**src/rtl/serial_byte_tx_if.sv**
```systemverilog
// Byte handshake between a producer and the serial transmit stage.
// The producer drives in_data and in_valid, and the transmitter answers with in_ready.
interface serial_byte_tx_if #(
  parameter int unsigned DATA_W = 8
);
  logic [DATA_W-1:0] in_data;
  logic              in_valid;
  logic              in_ready;

  modport master (output in_data, output in_valid, input in_ready);
  modport slave  (input in_data, input in_valid, output in_ready);
endinterface

```
**src/rtl/serial_byte_tx.sv**
```systemverilog
// Serialising transmit stage: a small byte FIFO feeding a start/data/parity/stop framer.
// The line moves one bit per clk. Consecutive frames are sent back to back, with no idle gap.
module serial_byte_tx #(
  parameter int unsigned DATA_W     = 8,
  parameter int unsigned FIFO_DEPTH = 4,
  parameter bit          PARITY_EN  = 1'b0,
  parameter bit          PARITY_ODD = 1'b0,
  parameter int unsigned STOP_BITS  = 1
) (
  input  logic                          clk,
  input  logic                          reset,
  serial_byte_tx_if.slave               s_in,
  output logic                          tx,
  output logic                          busy,
  output logic                          frame_done,
  output logic [$clog2(FIFO_DEPTH):0]   fifo_count
);

  localparam int unsigned PTR_W = $clog2(FIFO_DEPTH);
  localparam int unsigned CNT_W = PTR_W + 1;
  localparam int unsigned BIT_W = $clog2(DATA_W) + 1;

  typedef enum logic [2:0] {
    S_IDLE,
    S_START,
    S_DATA,
    S_PARITY,
    S_STOP
  } state_t;

  // FIFO storage and bookkeeping
  logic [DATA_W-1:0] r_mem [FIFO_DEPTH];
  logic [PTR_W-1:0]  r_wr_ptr;
  logic [PTR_W-1:0]  r_rd_ptr;
  logic [CNT_W-1:0]  r_count;

  // Framer state
  state_t            r_state;
  logic [DATA_W-1:0] r_shift;
  logic              r_par;
  logic [BIT_W-1:0]  r_bit_cnt;
  logic              r_tx;
  logic              r_busy;
  logic              r_frame_done;

  // Next-state signals from the framer
  state_t            w_state_next;
  logic [DATA_W-1:0] w_shift_next;
  logic              w_par_next;
  logic [BIT_W-1:0]  w_bit_cnt_next;
  logic              w_tx_next;
  logic              w_pop;
  logic              w_push;
  logic [DATA_W-1:0] w_head;
  logic              w_have_byte;

  // in_ready depends only on the registered count, so it never waits on in_valid.
  assign s_in.in_ready = (r_count != CNT_W'(FIFO_DEPTH));
  assign w_push        = s_in.in_valid && s_in.in_ready;
  assign w_head        = r_mem[r_rd_ptr];
  assign w_have_byte   = (r_count != '0);

  assign tx         = r_tx;
  assign busy       = r_busy;
  assign frame_done = r_frame_done;
  assign fifo_count = r_count;

  // FIFO data array: written on push only
  // NOTE: the storage array has no reset. The pointers and the count alone decide which entries are valid.
  always_ff @(posedge clk) begin
    if (w_push) r_mem[r_wr_ptr] <= s_in.in_data;
  end

  // FIFO pointers and occupancy. A push and a pop at the same edge leave the count unchanged.
  // NOTE: sequential state uses non-blocking assignments only, so every block samples pre-edge values.
  always_ff @(posedge clk) begin
    if (reset) begin
      r_wr_ptr <= '0;
      r_rd_ptr <= '0;
      r_count  <= '0;
    end else begin
      if (w_push) r_wr_ptr <= r_wr_ptr + PTR_W'(1);
      if (w_pop)  r_rd_ptr <= r_rd_ptr + PTR_W'(1);
      case ({w_push, w_pop})
        2'b10:   r_count <= r_count + CNT_W'(1);
        2'b01:   r_count <= r_count - CNT_W'(1);
        default: r_count <= r_count;
      endcase
    end
  end

  // Framer state register. The line outputs are registered so that they show the state just entered.
  always_ff @(posedge clk) begin
    if (reset) begin
      r_state      <= S_IDLE;
      r_shift      <= '0;
      r_par        <= 1'b0;
      r_bit_cnt    <= '0;
      r_tx         <= 1'b1;
      r_busy       <= 1'b0;
      r_frame_done <= 1'b0;
    end else begin
      r_state      <= w_state_next;
      r_shift      <= w_shift_next;
      r_par        <= w_par_next;
      r_bit_cnt    <= w_bit_cnt_next;
      r_tx         <= w_tx_next;
      r_busy       <= (w_state_next != S_IDLE);
      r_frame_done <= (w_state_next == S_STOP) && (w_bit_cnt_next == BIT_W'(STOP_BITS - 1));
    end
  end

  // Next-state logic, FIFO pop decision, and the line value for the state being entered
  // NOTE: every signal gets a default first, so no path through the case can infer a latch.
  always_comb begin
    w_state_next   = r_state;
    w_shift_next   = r_shift;
    w_par_next     = r_par;
    w_bit_cnt_next = r_bit_cnt;
    w_pop          = 1'b0;

    case (r_state)
      S_IDLE: begin
        if (w_have_byte) begin
          w_pop        = 1'b1;
          w_shift_next = w_head;
          w_par_next   = (^w_head) ^ PARITY_ODD;
          w_state_next = S_START;
        end
      end
      S_START: begin
        w_bit_cnt_next = '0;
        w_state_next   = S_DATA;
      end
      S_DATA: begin
        w_shift_next   = r_shift >> 1;
        w_bit_cnt_next = r_bit_cnt + BIT_W'(1);
        if (r_bit_cnt == BIT_W'(DATA_W - 1)) begin
          w_bit_cnt_next = '0;
          w_state_next   = PARITY_EN ? S_PARITY : S_STOP;
        end
      end
      S_PARITY: begin
        w_bit_cnt_next = '0;
        w_state_next   = S_STOP;
      end
      S_STOP: begin
        w_bit_cnt_next = r_bit_cnt + BIT_W'(1);
        if (r_bit_cnt == BIT_W'(STOP_BITS - 1)) begin
          w_bit_cnt_next = '0;
          if (w_have_byte) begin
            w_pop        = 1'b1;
            w_shift_next = w_head;
            w_par_next   = (^w_head) ^ PARITY_ODD;
            w_state_next = S_START;
          end else begin
            w_state_next = S_IDLE;
          end
        end
      end
      default: w_state_next = S_IDLE;
    endcase

    case (w_state_next)
      S_START:  w_tx_next = 1'b0;
      S_DATA:   w_tx_next = w_shift_next[0];
      S_PARITY: w_tx_next = w_par_next;
      default:  w_tx_next = 1'b1;
    endcase
  end

endmodule
```
**src/flat_wrapper.sv**
```systemverilog
// flat-port wrapper written by rule: the top's interface ports become plain ports
module serial_byte_tx_flat 
#(
  parameter int unsigned DATA_W     = 8,
  parameter int unsigned FIFO_DEPTH = 4,
  parameter bit          PARITY_EN  = 1'b0,
  parameter bit          PARITY_ODD = 1'b0,
  parameter int unsigned STOP_BITS  = 1
)
  (clk, reset, tx, busy, frame_done, fifo_count, s_in_in_data, s_in_in_valid, s_in_in_ready);
  serial_byte_tx_if #(.DATA_W(DATA_W)) s_in_i ();
  input  logic clk;
  input  logic reset;
  output logic tx;
  output logic busy;
  output logic frame_done;
  output logic [$clog2(FIFO_DEPTH):0] fifo_count;
  input wire logic [$bits(s_in_i.in_data)-1:0] s_in_in_data;
  input wire logic [$bits(s_in_i.in_valid)-1:0] s_in_in_valid;
  output wire logic [$bits(s_in_i.in_ready)-1:0] s_in_in_ready;
  assign s_in_i.in_data = s_in_in_data;
  assign s_in_i.in_valid = s_in_in_valid;
  assign s_in_in_ready = s_in_i.in_ready;
  serial_byte_tx #(.DATA_W(DATA_W), .FIFO_DEPTH(FIFO_DEPTH), .PARITY_EN(PARITY_EN), .PARITY_ODD(PARITY_ODD), .STOP_BITS(STOP_BITS)) u_core (.clk(clk), .reset(reset), .s_in(s_in_i), .tx(tx), .busy(busy), .frame_done(frame_done), .fifo_count(fifo_count));
endmodule
```
**config.mk**
```make
export PLATFORM = sky130hd
export DESIGN_NAME = serial_byte_tx_flat
export DESIGN_NICKNAME = d
export VERILOG_FILES = /design/src/rtl/serial_byte_tx_if.sv /design/src/rtl/serial_byte_tx.sv /design/src/flat_wrapper.sv
export SDC_FILE = /design/constraint.sdc
export NUM_CORES = 1
export LEC_CHECK = 0
export BUFFER_PORTS_ARGS = -buffer_cell sky130_fd_sc_hd__buf_2
export CELL_PAD_IN_SITES_DETAIL_PLACEMENT = 0
export CELL_PAD_IN_SITES_GLOBAL_PLACEMENT = 1
export CORE_MARGIN = 5
export CORE_UTILIZATION = 43
export DETAILED_ROUTE_END_ITERATION = 10
export MAX_ROUTING_LAYER = met4
export PLACE_DENSITY_LB_ADDON = 0.15
export SLEW_MARGIN = 5
export SYNTH_ARGS = -nofsm -noshare
export SYNTH_HDL_FRONTEND = slang
export SYNTH_SLANG_ARGS = --single-unit
```
**constraint.sdc**
```tcl
create_clock -name clk -period 3.8 [get_ports clk]
set_clock_uncertainty 0.15 [all_clocks]
set_input_delay 0.76 -clock clk [delete_from_list [all_inputs] [get_ports clk]]
set_output_delay 0.76 -clock clk [all_outputs]
set_load 0.05 [all_outputs]
```
==> run summary <==
* 222 — final net count
* 0 — final antenna diode count
* 0.113 — fraction of the mapped netlist area in simple logic gates
* 0.662 ns — Worst Tran Pin Value
* 0.557 — worst rel slew slack
* simple AND/OR/NAND/NOR gates — combinational family with the most area after synthesis
* 0.256 — clock share of power
* 0.07 ns — clk slew on worst S/H paths
* 0 — number of setup buffers added after CTS
* flop — Setup crit start kind
* 793 nW/µm² — PwrDens
* 0 — residual overflow from global routing
* 14.7% — Syn-to-layout area delta
* 475 — count of filler cells inserted in the layout
* 0 ns — post-route setup TNS
* 5.29 — Avg Vias per Cell
* 32 — number of synthesized flops with an enable pin
* 873 µm² — area taken by multi-input logic gates
* 264 — cell count after placement
* 0 — count of antenna-violating nets left after detailed routing
* 0.354 — switching share of total power
* 0.356 mV — worst IR drop on VDD
* clkbuf_8 — root buffer selected by CTS
* 0 — number of hold buffers added after CTS
* 0 — final hold violations
* 6 — number of iterations in the first detailed-routing pass
* 0 — number of pins with negative max-slew slack in the final report
* 1,480 — routed vias
* 3000 µm — dpl hpwl
* 1500 µm² — flip-flop and latch area
* 2 — worst-case clock buffer depth
* 0.408 — sequential share of power
* 0 — setup-violating endpoint count in the final report
* 1,497 — via count of the first global-routing pass
* 4460 µm — Final Routed Wirelength
* 0 — PostCTS Resize Cnt
* flop to flop — worst setup path class
* 7240 µm — global-route wire length before repair
* 0.707 — final weighted congestion in routability-driven placement
* 7300 µm² — Die Outline Area
* 0.509 — final core occ
* 40 — post-synthesis cell type count
* 10 — CP max FO
* 0.336 — Comb power frac
* 3.15 ns — endpoint arrival time on the critical path
* 13.6 µm² — average cell area after synthesis
* done — clock tree from TritonCTS
* 0.614 — sequential element share of the synthesized area
* 0.799 — period utilization
* 5510 µm² — Placeable Area
* 0 — max-cap violation count
* 1.44 mW — internal power
* finished, final reports clean — outcome
* 0.0440 — area share of fa/ha/maj cells after synthesis
* 0.0777 — multiplexer share of the synthesized area
* 59 — number of synthesized register bits
* 15.9 µm — wire length per cell after detailed routing
* 25 — maximum number of pins on one net before global-route repair
* 0 — async set or reset register ratio after synthesis
* 2.22 mW — power consumption
* 0.329 GHz — highest clock rate
* 0.788 mW — net switching power
* flop to flop — classification of the worst-slack hold path
* 82 — first-iteration detailed-routing DRC count
* false — setup repair after global routing missed its margin
* 3.04 ns — minimum clock period after layout
* 9 — number of buffers created by CTS
* 0.0215 — area share of xor/xnor cells in the synthesized design
* 0.444 — starting density of the core
* 0.139 — total track usage
* 85.4 µm — Die Ht
* 280 — Final Instance Count excl. Fillers
* 59 — number of clock sinks seen by CTS
* 27 — Core Rows
* 17 — Port-buffer cells
* 1.04 nW — Pleak
* edfxtp_1 — Primary FF master, synth
* 18 — number of I/O pins
* 3 — # H-tree levels
* 0 — Yosys warning count
* 0.33 ns — clock latency reported for the late side of the worst-skew pair
* 0.221 — ratio of cells with drive above 1 in the final layout
* flop — critical path endpoint category
* 199 — number of nets in the synthesized netlist
* 0 — remaining design rule violation count
* 0 — initial antenna violation count
* 180 — number of instances in the synthesized netlist
* 85.4 µm — die boundary width
* 2450 µm² — Cell Area, Synth
* 3.91 ns — Data required, critical path
* 0.101 — synthesized-area fraction occupied by ao, oa, aoi and oai cells
final timing paths:
path / to / cells after the start / startpoint / slack (ns)
worst max-delay path: u_core.fifo_count[2] / 11 / u_core.r_bit_cnt[0] / 0.76
worst min register to register: u_core.r_shift[5] / 2 / u_core.r_shift[5] / 0.36
worst max register to register: u_core.fifo_count[2] / 11 / u_core.r_bit_cnt[0] / 0.76
worst min-delay path: u_core.r_shift[5] / 2 / u_core.r_shift[5] / 0.36
worst max-delay path, cell delays in order, from the launching register on:
cell	delay [ns]
dfxtp_1	0.35
inv_1	0.07
ha_1	0.16
or3b_4	0.42
a2111oi_4	0.34
buf_4	0.23
ha_1	0.19
inv_1	0.06
fa_1	0.38
xor2_1	0.16
or3_1	0.31
a21oi_1	0.15
cell type report:
cell class                      count  area share
Sequential cell                    59       0.535
Clock inverter                      6      0.0232
Multi-Input combinational cell    104       0.311
Inverter                           10      0.0134
Clock buffer                       10      0.0491
Tap cell                           72      0.0321
Timing Repair Buffer               19      0.0357
power groups by stage:
stage	registers [mW]	clock network [mW]	logic, mW
floorplan	0.945	0	0.544
global placement	0.915	0	0.720
finish	0.908	0.569	0.747
global route	0.924	0.616	0.826
CTS	0.909	0.582	0.757
detailed placement	0.922	0	0.747
synth_stat cells, types with 2 or more instances:
cell type / number / share of area
nor2b_1: 5 / 0.013
mux4_2: 8 / 0.074
clkbuf_1: 5 / 0.0077
a21oi_1: 8 / 0.016
edfxtp_1: 32 / 0.39
a222oi_1: 6 / 0.025
inv_1: 10 / 0.015
buf_4: 2 / 0.0061
a211oi_1: 2 / 0.0061
and2_1: 2 / 0.0051
ha_1: 7 / 0.036
dfxtp_1: 27 / 0.22
and3_1: 4 / 0.010
xor2_1: 4 / 0.014
nand2_1: 5 / 0.0077
nor3_1: 5 / 0.010
xnor2_1: 2 / 0.0072
nand3_1: 3 / 0.0061
o21ai_0: 2 / 0.0041
a21o_1: 3 / 0.0092
nor2_1: 19 / 0.029
logic make-up after synthesis:
logic type | count (synthesis)
buffers and inverters | 17
adders and majority gates | 8
DFF | 59
and+or+nand+nor | 51
AOI/OAI and AO/OA | 30
muxes | 9
xor gates and xnor gates | 6
layer usage:
layer / global-route usage / vias to the layer above / share of wire
met3: 0.0447 / 5 / 0.042
met4: 0.0604 / 0 / 0.011
met2: 0.234 / 30 / 0.52
met1: 0.149 / 724 / 0.42
met5: - / - / 0
li1: - / 721 / -
state kept, by name (all words and copies together), names as in the netlist, named ones only:
signal	count
u_core.tx	1
u_core.r_bit_cnt	4
u_core.busy	1
u_core.r_mem	32
u_core.r_shift	8
u_core.r_state	3
u_core.r_wr_ptr	2
u_core.fifo_count	3
u_core.r_rd_ptr	2
u_core.frame_done	1
cells in the final DEF, fill, tap and decap left out, types with 4 or more instances in the layout:
master,n
clkbuf_8,10
and3_1,4
nor2_1,19
xor2_1,4
a222oi_1,6
dfxtp_1,27
inv_1,10
nor2b_1,5
a21oi_1,8
nand2_1,5
mux4_2,8
edfxtp_1,32
ha_1,7
nor3_1,5
buf_2,17
per-stage QoR:
stage	setup WS (ns)	instance area, µm²	hold slack [ns]
6_report	0.763	2810	0.355
5_1_grt	0.625	2810	0.384
4_1_cts	0.748	2810	0.359
3_5_place_dp	0.793	2600	0.341
3_3_place_gp	0.899	2600	0.328
2_1_floorplan	0.734	2450	0.316
(Power assumes the default switching activity.)
